`src/rtl/max7219_cmd_sched_if.sv`:
```
// Word stream from the MAX7219 command scheduler to the word serializer.
//
// Signals:
//   tx_valid  a word is presented (master -> slave)
//   tx_ready  serializer takes the word when tx_valid && tx_ready (slave -> master)
//   tx_addr   MAX7219 register address (master -> slave)
//   tx_data   MAX7219 register data (master -> slave)
interface max7219_cmd_sched_if;
    logic       tx_valid;
    logic       tx_ready;
    logic [7:0] tx_addr;
    logic [7:0] tx_data;

    modport master (output tx_valid, output tx_addr, output tx_data, input tx_ready);
    modport slave  (input tx_valid, input tx_addr, input tx_data, output tx_ready);
endinterface

```
`src/rtl/max7219_cmd_sched.sv`:
```
// Command scheduler for the MAX7219 8-digit display driver.
// After reset it issues the five-word power-up configuration. It then
// arbitrates shutdown, intensity and per-digit buffer updates, in that fixed
// priority, onto one address/data word stream for the serializer.
//
// Ports:
//   clk, reset_n        clock; asynchronous active-low reset
//   digit_we/idx/val    digit buffer write (one cycle per write)
//   intensity_req/val   intensity update strobe and value
//   shutdown_req/val    shutdown update strobe and value (1 = shut down)
//   tx                  word stream to the serializer (master side)
//   init_done           sticky once the power-up sequence has been accepted
//   busy                scheduler not idle, or any update still pending
module max7219_cmd_sched #(
    parameter int         NUM_DIGITS     = 8,
    parameter logic [7:0] SCAN_LIMIT     = 8'd7,
    parameter logic [3:0] INIT_INTENSITY = 4'hF,
    parameter logic [7:0] DECODE_MODE    = 8'hFF
) (
    input  logic                       clk,
    input  logic                       reset_n,
    input  logic                       digit_we,
    input  logic [2:0]                 digit_idx,
    input  logic [7:0]                 digit_val,
    input  logic                       intensity_req,
    input  logic [3:0]                 intensity_val,
    input  logic                       shutdown_req,
    input  logic                       shutdown_val,
    max7219_cmd_sched_if.master        tx,
    output logic                       init_done,
    output logic                       busy
);

    typedef enum logic [1:0] {ST_INIT, ST_IDLE, ST_SEND} state_t;

    state_t     state_reg;
    logic [2:0] init_cnt_reg;
    logic       tx_valid_reg;
    logic [7:0] tx_addr_reg;
    logic [7:0] tx_data_reg;
    logic       init_done_reg;

    logic       sd_pend_reg;
    logic       sd_val_reg;
    logic       int_pend_reg;
    logic [3:0] int_val_reg;

    logic [NUM_DIGITS-1:0] dirty_reg;
    logic [7:0]            buf_val [NUM_DIGITS];

    logic       in_idle;
    logic       load_sd;
    logic       load_int;
    logic       load_dig;
    logic [2:0] dig_sel;
    logic [7:0] dig_data;

    // Power-up configuration: display test off, normal operation, scan
    // limit, intensity, decode mode.
    function automatic logic [15:0] init_word(input logic [2:0] idx);
        case (idx)
            3'd0:    init_word = 16'h0F00;
            3'd1:    init_word = 16'h0C01;
            3'd2:    init_word = {8'h0B, SCAN_LIMIT};
            3'd3:    init_word = {8'h0A, 4'h0, INIT_INTENSITY};
            3'd4:    init_word = {8'h09, DECODE_MODE};
            default: init_word = 16'h0F00;
        endcase
    endfunction

    // Fixed-priority selection; only evaluated as a load while idle.
    assign in_idle  = (state_reg == ST_IDLE);
    assign load_sd  = in_idle && sd_pend_reg;
    assign load_int = in_idle && !sd_pend_reg && int_pend_reg;
    assign load_dig = in_idle && !sd_pend_reg && !int_pend_reg && (|dirty_reg);

    // Lowest-index dirty digit: scan downward so the lowest match wins.
    always_comb begin
        dig_sel  = 3'd0;
        dig_data = 8'h00;
        for (int i = NUM_DIGITS - 1; i >= 0; i--) begin
            if (dirty_reg[i]) begin
                dig_sel  = 3'(i);
                dig_data = buf_val[i];
            end
        end
    end

    // Digit storage. A write in the same edge as the load that clears the
    // dirty bit keeps the bit set, so the newer value is sent afterwards.
    genvar gi;
    generate
        for (gi = 0; gi < NUM_DIGITS; gi++) begin : g_digit
            logic [7:0] val_reg;
            logic       dirty_bit_reg;

            always_ff @(posedge clk or negedge reset_n) begin
                if (!reset_n) begin
                    val_reg       <= 8'h00;
                    dirty_bit_reg <= 1'b1;
                end else if (digit_we && (digit_idx == 3'(gi))) begin
                    val_reg       <= digit_val;
                    dirty_bit_reg <= 1'b1;
                end else if (load_dig && (dig_sel == 3'(gi))) begin
                    dirty_bit_reg <= 1'b0;
                end
            end

            assign buf_val[gi]   = val_reg;
            assign dirty_reg[gi] = dirty_bit_reg;
        end
    endgenerate

    // One pending slot per class; a new strobe beats the clear from a load.
    always_ff @(posedge clk or negedge reset_n) begin
        if (!reset_n) begin
            sd_pend_reg  <= 1'b0;
            sd_val_reg   <= 1'b0;
            int_pend_reg <= 1'b0;
            int_val_reg  <= 4'h0;
        end else begin
            if (shutdown_req) begin
                sd_pend_reg <= 1'b1;
                sd_val_reg  <= shutdown_val;
            end else if (load_sd) begin
                sd_pend_reg <= 1'b0;
            end

            if (intensity_req) begin
                int_pend_reg <= 1'b1;
                int_val_reg  <= intensity_val;
            end else if (load_int) begin
                int_pend_reg <= 1'b0;
            end
        end
    end

    // Main sequencer. Init words are chained back to back on accept; in
    // steady state an IDLE cycle separates each accept from the next load.
    always_ff @(posedge clk or negedge reset_n) begin
        if (!reset_n) begin
            state_reg     <= ST_INIT;
            init_cnt_reg  <= 3'd0;
            tx_valid_reg  <= 1'b0;
            tx_addr_reg   <= 8'h00;
            tx_data_reg   <= 8'h00;
            init_done_reg <= 1'b0;
        end else begin
            case (state_reg)
                ST_INIT: begin
                    if (!tx_valid_reg) begin
                        {tx_addr_reg, tx_data_reg} <= init_word(init_cnt_reg);
                        tx_valid_reg               <= 1'b1;
                    end else if (tx.tx_ready) begin
                        if (init_cnt_reg == 3'd4) begin
                            tx_valid_reg  <= 1'b0;
                            init_done_reg <= 1'b1;
                            init_cnt_reg  <= 3'd0;
                            state_reg     <= ST_IDLE;
                        end else begin
                            init_cnt_reg               <= init_cnt_reg + 3'd1;
                            {tx_addr_reg, tx_data_reg} <= init_word(init_cnt_reg + 3'd1);
                        end
                    end
                end
                ST_IDLE: begin
                    if (load_sd) begin
                        tx_addr_reg  <= 8'h0C;
                        tx_data_reg  <= {7'b0, ~sd_val_reg};
                        tx_valid_reg <= 1'b1;
                        state_reg    <= ST_SEND;
                    end else if (load_int) begin
                        tx_addr_reg  <= 8'h0A;
                        tx_data_reg  <= {4'h0, int_val_reg};
                        tx_valid_reg <= 1'b1;
                        state_reg    <= ST_SEND;
                    end else if (load_dig) begin
                        tx_addr_reg  <= 8'({5'b0, dig_sel}) + 8'd1;
                        tx_data_reg  <= dig_data;
                        tx_valid_reg <= 1'b1;
                        state_reg    <= ST_SEND;
                    end
                end
                ST_SEND: begin
                    if (tx.tx_ready) begin
                        tx_valid_reg <= 1'b0;
                        state_reg    <= ST_IDLE;
                    end
                end
                default: begin
                    state_reg    <= ST_INIT;
                    tx_valid_reg <= 1'b0;
                end
            endcase
        end
    end

    assign tx.tx_valid = tx_valid_reg;
    assign tx.tx_addr  = tx_addr_reg;
    assign tx.tx_data  = tx_data_reg;
    assign init_done   = init_done_reg;
    assign busy        = (state_reg != ST_IDLE) || sd_pend_reg || int_pend_reg || (|dirty_reg);

endmodule

```
`src/flat_wrapper.sv`:
```
// flat-port wrapper written by rule: the top's interface ports become plain ports
module max7219_cmd_sched_flat 
#(
    parameter int         NUM_DIGITS     = 8,
    parameter logic [7:0] SCAN_LIMIT     = 8'd7,
    parameter logic [3:0] INIT_INTENSITY = 4'hF,
    parameter logic [7:0] DECODE_MODE    = 8'hFF
)
  (clk, reset_n, digit_we, digit_idx, digit_val, intensity_req, intensity_val, shutdown_req, shutdown_val, init_done, busy, tx_tx_valid, tx_tx_addr, tx_tx_data, tx_tx_ready);
  max7219_cmd_sched_if tx_i ();
  input  logic clk;
  input  logic reset_n;
  input  logic digit_we;
  input  logic [2:0] digit_idx;
  input  logic [7:0] digit_val;
  input  logic intensity_req;
  input  logic [3:0] intensity_val;
  input  logic shutdown_req;
  input  logic shutdown_val;
  output logic init_done;
  output logic busy;
  output wire logic [$bits(tx_i.tx_valid)-1:0] tx_tx_valid;
  output wire logic [$bits(tx_i.tx_addr)-1:0] tx_tx_addr;
  output wire logic [$bits(tx_i.tx_data)-1:0] tx_tx_data;
  input wire logic [$bits(tx_i.tx_ready)-1:0] tx_tx_ready;
  assign tx_tx_valid = tx_i.tx_valid;
  assign tx_tx_addr = tx_i.tx_addr;
  assign tx_tx_data = tx_i.tx_data;
  assign tx_i.tx_ready = tx_tx_ready;
  max7219_cmd_sched #(.NUM_DIGITS(NUM_DIGITS), .SCAN_LIMIT(SCAN_LIMIT), .INIT_INTENSITY(INIT_INTENSITY), .DECODE_MODE(DECODE_MODE)) u_core (.clk(clk), .reset_n(reset_n), .digit_we(digit_we), .digit_idx(digit_idx), .digit_val(digit_val), .intensity_req(intensity_req), .intensity_val(intensity_val), .shutdown_req(shutdown_req), .shutdown_val(shutdown_val), .tx(tx_i), .init_done(init_done), .busy(busy));
endmodule
```
`config.mk`:
```
export PLATFORM = sky130hd
export DESIGN_NAME = max7219_cmd_sched_flat
export DESIGN_NICKNAME = d
export VERILOG_FILES = /design/src/rtl/max7219_cmd_sched_if.sv /design/src/rtl/max7219_cmd_sched.sv /design/src/flat_wrapper.sv
export SDC_FILE = /design/constraint.sdc
export NUM_CORES = 1
export LEC_CHECK = 0
export CAP_MARGIN = 10
export CELL_PAD_IN_SITES_DETAIL_PLACEMENT = 1
export CELL_PAD_IN_SITES_GLOBAL_PLACEMENT = 1
export CORE_UTILIZATION = 50
export CTS_CLUSTER_SIZE = 25
export DETAILED_ROUTE_END_ITERATION = 8
export PLACE_DENSITY = 0.89
export SLEW_MARGIN = 15
export SYNTH_ARGS = -nofsm -noshare
export SYNTH_HDL_FRONTEND = slang
export SYNTH_SLANG_ARGS = --single-unit
```
`constraint.sdc`:
```
create_clock -name clk -period 6.9 [get_ports clk]
set_input_delay 1.38 -clock clk [delete_from_list [all_inputs] [get_ports clk]]
set_output_delay 1.38 -clock clk [all_outputs]
set_load 0.005 [all_outputs]
```
==> results.sh, run 1 <==
export IMPL_status="complete, no violations"
export IMPL_synth_seq_cells=98
export IMPL_synth_warnings=0
export IMPL_crit_fanout=10
export IMPL_place_hpwl_um=8835
export IMPL_crit_arrival_ns=2.05
export IMPL_slowest_stage="dfrtp_1"
export IMPL_final_area_mm2=0.005580
export IMPL_cp_required_ns=5.52
export IMPL_max_freq_mhz=291.6
export IMPL_first_pass_iters=4
export IMPL_dieWidth_um=101.4
export IMPL_cap_violations=0
export IMPL_hp_start="u_core.init_done$_DFFE_PN0P_"
export IMPL_fillers=1015
export IMPL_nets=498
export IMPL_start_util_pct=52.48
export IMPL_worstSetupStartpoint="u_core.state_reg[0]$_DFFE_PN0P_"
export IMPL_antenna_cells=0
export IMPL_first_global_vias=3947
export IMPL_dieArea_mm2=0.01028
export IMPL_synth_area_mm2=0.004941
export IMPL_placed_area_mm2=0.005344
export IMPL_finalHoldWorstSlack_ns=0.4892
export IMPL_max_stage_delay_ns=0.56
export IMPL_r2r_start="u_core.g_digit[6].dirty_bit_reg$_DFFE_PN1P_"
export IMPL_clock_latency_ns=0.37
export IMPL_finalHoldViolCount=0
export IMPL_grt_max_degree=80
export IMPL_grt_pass1_wl_um=20980
export IMPL_instances_no_fill=596
export IMPL_syn_avg_cell_area_um2=11.26
export IMPL_clock_sinks=98
export IMPL_cp_cell_sequence="nor4b_4, nand3_1, clkdlybuf4s50_1"
export IMPL_synth_async_reset_ratio_pct=100.0
export IMPL_clock_skew_ns=0.01532
export IMPL_die_h_um=101.4
export IMPL_ys_seq_area_share_pct=49.84
export IMPL_min_period_over_period_pct=49.70
export IMPL_drt_total_wl_um=12760
export IMPL_synth_edff_count=0
export IMPL_worst_pin_slew_ns=0.9943
export IMPL_core_region_area_mm2=0.009415
export IMPL_cts_tree="done"
export IMPL_num_vias=3700
export IMPL_p_leak_nw=2.375
export IMPL_cts_resized=0
export IMPL_drt_iter0_drc=211
export IMPL_htreeDepth=3
export IMPL_drive_above_1_share_pct=21.63
export IMPL_postCtsHoldBufs=0
export IMPL_cts_made_buffers=9
export IMPL_endpoint_kind="output port"
export IMPL_p_per_area_mw_per_mm2=339.5
export IMPL_wl_per_cell_um=21.42
export IMPL_cts_root_buf="clkbuf_8"
export IMPL_syn_to_final_growth_pct=12.94
export IMPL_period_needed_ns=3.430
export IMPL_dp_cells=581
export IMPL_cpLargestDelayFamily="simple AND/OR/NAND/NOR gates"
export IMPL_maxSlewViolCount=0
export IMPL_synthFlopType="dfrtp_1"
export IMPL_drt_drc_violations_left=0
export IMPL_synth_cells=439
export IMPL_port_buffers=36
export IMPL_finalWeightedCongestion=0.8122
export IMPL_overflow=0
export IMPL_ios=41
export IMPL_post_cts_buffers=0
export IMPL_ir_drop_mv=0.1434
export IMPL_ys_types=64
export IMPL_slew_headroom_pct=33.71
export IMPL_setup_violations=0
export IMPL_vias_per_cell=6.208
export IMPL_holdCritPathClass="reg -> reg"
export IMPL_num_rows=35
export IMPL_critPathLaunchType="register"
export IMPL_path_buf_inv=1
export IMPL_rsz0062_at_grt="no"
export IMPL_setup_tns_ns=0
export IMPL_ant_nets=0
export IMPL_cts_clk_slew_worst_paths_ns=0.09
export IMPL_worstSetupPathType="reg -> out"
export IMPL_largest_reg_flops=64
export IMPL_clockBufferDepth=2
export IMPL_grt_usage_pct=27.53
export IMPL_antenna_found_initial=0
## worst reg2reg max path, cell delays in order (launching register included)
cell,delay [ns]
dfstp_2,0.71
and2b_1,0.30
o21bai_1,0.20
a21oi_1,0.12
o21bai_1,0.25
inv_1,0.14
ha_1,0.22
ha_1,0.28
a211oi_1,0.32
o22ai_2,0.13
## metal layers
| layer | wire length, um | global-route usage [%] | vias up |
|---|---|---|---|
| li1 | - | - | 1647 |
| met1 | 5121 | 33.64 | 1903 |
| met2 | 6742 | 48.04 | 119 |
| met3 | 534 | 3.658 | 31 |
| met4 | 365 | 13.82 | 0 |
| met5 | 0 | 0 | - |
## where the power goes
group          internal [W]  leakage, nW  switching [W]
registers          0.000717         1.15       0.000118
clock network      0.000241        0.120       0.000207
logic              0.000306         1.11       0.000305
## area by class of cell
type | count | area (um2) | share of cell area, %
flip-flops and latches | 98 | 2462 | 44.13
multi-input cells | 291 | 2250 | 40.31
repair buffers | 39 | 380.4 | 6.816
well taps | 129 | 161.4 | 2.892
clock buffers | 9 | 123.9 | 2.220
clock inverters | 6 | 112.6 | 2.018
inverters | 24 | 90.09 | 1.614
## logic make-up after synthesis
group | count (synthesis) | share of synthesized area [%]
flip-flops | 98 | 49.84
multiplexers | 68 | 15.45
adder cells (fa/ha/maj) | 13 | 3.292
AO/OA/AOI/OAI | 115 | 16.36
AND/OR/NAND/NOR | 91 | 10.13
buffers and inverters | 53 | 4.862
other | 1 | 0.07590
## path summary, 6_finish.rpt
| check | to | slack, ns | cells past startpoint |
|---|---|---|---|
| setup / recovery | busy | 3.47 | 3 |
| hold / removal | u_core.init_done$_DFFE_PN0P_ | 0.49 | 1 |
| setup reg to reg | u_core.tx.tx_addr[2]$_DFFE_PN0P_ | 4.12 | 9 |
| max in group asynchronous | u_core.g_digit[3].val_reg[6]$_DFFE_PN0P_ | 4.77 | 2 |
| hold reg to reg | u_core.init_done$_DFFE_PN0P_ | 0.49 | 1 |
| min in group asynchronous | u_core.g_digit[6].val_reg[4]$_DFFE_PN0P_ | 0.87 | 1 |
## stage by stage
step | setup WS (ns) | total power, W | util, %
after floorplan | 4.243 | 0.001230 | -
after global placement | 3.694 | 0.001391 | 56.76
after detailed placement | 3.593 | 0.001442 | 56.76
after CTS | 3.467 | 0.001899 | 59.27
after global routing | 3.318 | 0.002000 | 59.27
final | 3.470 | 0.001895 | 59.27
## Yosys cell counts, types with 5 or more instances
library cell	instances	area (um2)
a31oi_1	6	37.54
dfstp_2	8	210.2
nor2_1	14	52.55
a221o_1	6	60.06
o221ai_1	5	43.79
o21ai_0	22	110.1
a21oi_1	24	120.1
a221oi_1	6	52.55
o21bai_1	6	45.04
clkbuf_1	16	60.06
dfrtp_1	90	2252
nand2_1	38	142.6
mux2_2	66	743.2
buf_2	5	25.02
ha_1	13	162.7
a21o_1	6	45.04
inv_1	24	90.09
nand2b_1	7	43.79
## layout by cell type, fill, tap and decap left out, types with 3 or more instances in the layout
cell,Yosys,routed
a21oi_1,24,24
o22a_1,4,4
o311ai_0,3,3
dfstp_2,8,8
clkdlybuf4s50_1,0,35
conb_1,1,4
o211ai_1,3,3
o21bai_1,6,6
o21ai_0,22,22
nand4b_1,3,3
buf_4,4,4
o221ai_1,5,5
ha_1,13,13
a21o_1,6,6
nor3_1,4,4
dfrtp_1,90,90
a31oi_1,6,6
nand3b_1,3,3
bufinv_16,0,3
clkbuf_8,0,9
nand3_1,3,3
a211oi_1,3,3
nand2b_1,7,7
inv_1,24,24
a221oi_1,6,6
nand2_1,38,38
nor2_1,14,14
a221o_1,6,6
mux2_2,66,66
No activity file was read; power rests on OpenSTA's default activity.
==> inputs of run 2 (changes only) <==
- CORE_UTILIZATION: 50 -> 47
- PLACE_DENSITY: 0.89 -> 0.84
- clock period: 6.9 -> 3.27 ns (I/O delays scaled with it)
==> results.sh, run 2 (synthesis gave the netlist of run 1 again) <==
export IMPL_fillers=1129
export IMPL_holdCritPathClass="in -> async"
export IMPL_first_pass_iters=4
export IMPL_totalPowerFinal_w=0.003846
export IMPL_worst_pin_slew_ns=0.8268
export IMPL_drt_iter0_drc=215
export IMPL_postCtsHoldBufs=0
export IMPL_ir_drop_mv=0.3860
export IMPL_cts_made_buffers=9
export IMPL_cap_violations=0
export IMPL_rsz0062_at_grt="no"
export IMPL_finalWeightedCongestion=0.8437
export IMPL_core_region_area_mm2=0.01028
export IMPL_max_freq_mhz=368.5
export IMPL_largest_reg_flops=64
export IMPL_cts_tree="done"
export IMPL_cts_resized=0
export IMPL_finalHoldWorstSlack_ns=0.3326
export IMPL_setup_slack_ns=0.5561
export IMPL_crit_fanout=16
export IMPL_dieWidth_um=104.5
export IMPL_cpLargestDelayFamily="compound AO/OA/AOI/OAI gates"
export IMPL_syn_to_final_growth_pct=12.66
export IMPL_slew_headroom_pct=44.58
export IMPL_num_vias=3613
export IMPL_slowest_stage="dfstp_2"
export IMPL_htreeDepth=3
export IMPL_status="complete, no violations"
export IMPL_dieArea_mm2=0.01093
export IMPL_p_leak_nw=2.348
export IMPL_antenna_found_initial=0
export IMPL_maxSlewViolCount=0
export IMPL_clockBufferDepth=2
export IMPL_num_rows=37
export IMPL_grt_max_degree=57
export IMPL_cts_root_buf="clkbuf_8"
export IMPL_max_stage_delay_ns=0.71
export IMPL_wl_per_cell_um=20.16
export IMPL_ios=41
export IMPL_min_period_over_period_pct=82.99
export IMPL_critPathLaunchType="register"
export IMPL_ant_nets=0
export IMPL_clock_latency_ns=0.37
export IMPL_die_h_um=104.5
export IMPL_drt_total_wl_um=12180
export IMPL_clock_skew_ns=0.01179
export IMPL_layout_common_cells="dfrtp_1, mux2_2, nand2_1, clkdlybuf4s50_1"
export IMPL_drt_drc_violations_left=0
export IMPL_setup_tns_ns=0
export IMPL_endpoint_kind="register"
export IMPL_first_global_vias=3841
export IMPL_worstSetupPathType="reg -> reg"
export IMPL_place_hpwl_um=8850
export IMPL_overflow=0
export IMPL_period_needed_ns=2.714
export IMPL_nets=498
export IMPL_p_per_area_mw_per_mm2=690.8
export IMPL_port_buffers=36
export IMPL_placed_area_mm2=0.005365
export IMPL_cp_cell_sequence="and2b_1, o21bai_1, a21oi_1, o21bai_1, inv_1, ha_1, ha_1, a211oi_1, o22ai_2"
export IMPL_grt_usage_pct=24.62
export IMPL_drive_above_1_share_pct=21.79
export IMPL_start_util_pct=48.08
export IMPL_pre_cts_ws_ns=0.6453
export IMPL_cts_clk_slew_worst_paths_ns=0.10
export IMPL_post_cts_buffers=0
export IMPL_path_buf_inv=1
export IMPL_setup_violations=0
export IMPL_cp_required_ns=3.51
export IMPL_final_area_mm2=0.005567
export IMPL_clock_sinks=98
export IMPL_antenna_cells=0
export IMPL_crit_arrival_ns=2.95
export IMPL_vias_per_cell=5.982
export IMPL_finalHoldViolCount=0
export IMPL_layout_commonest_cell="dfrtp_1"
export IMPL_grt_pass1_wl_um=20710
-- run 2: cell types whose count changed in the layout (fill, tap and decap cells not counted) --
cell / change
buf_12: +1
inv_6: -1
bufinv_16: -2
clkinv_2: -1
clkinvlp_4: +4
clkinv_4: +1
buf_4: -1
-- run 2: path summary, 6_finish.rpt --
path,from,cells past startpoint,slack [ns],endpoint
setup / recovery,u_core.g_digit[6].dirty_bit_reg$_DFFE_PN1P_,9,0.56,u_core.tx.tx_addr[2]$_DFFE_PN0P_
hold / removal,reset_n,1,0.33,u_core.init_cnt_reg[0]$_DFFE_PN0P_
setup reg to reg,u_core.g_digit[6].dirty_bit_reg$_DFFE_PN1P_,9,0.56,u_core.tx.tx_addr[2]$_DFFE_PN0P_
hold reg to reg,u_core.tx.tx_data[6]$_DFFE_PN0P_,1,0.50,u_core.tx.tx_data[6]$_DFFE_PN0P_
max in group asynchronous,reset_n,2,2.24,u_core.g_digit[4].val_reg[7]$_DFFE_PN0P_
min in group clk,u_core.tx.tx_data[6]$_DFFE_PN0P_,1,0.50,u_core.tx.tx_data[6]$_DFFE_PN0P_
-- run 2: metrics by stage --
step                utilization, %  cells
floorplan                        -    442
global placement             52.20    588
detailed placement           52.20    588
CTS                          54.16    604
global route                 54.16    604
finish                       54.16    604
-- run 2: cell type report --
type                       count  area [um2]  share of cell area (%)
tap                          136       170.2                   3.057
clock inverter                 7       77.57                   1.394
timing repair buffer          39       392.9                   7.058
clock buffer                   9       123.9                   2.225
sequential                    98        2462                   44.23
inverter                      24       90.09                   1.618
multi-input combinational    291        2250                   40.41
-- run 2: routing by layer --
metal  part of all wire, %  GRT usage (%)
met5                     0              0
met4                   2.4          10.41
met3                   2.2          3.805
met2                    51          40.73
met1                    45          32.17
-- run 2: where the power goes --
group / switching [W] / internal (W) / leakage (nW)
clock: 0.000449 / 0.000357 / 0.0881
sequential: 0.000237 / 0.00151 / 1.15
combinational: 0.000641 / 0.000649 / 1.11
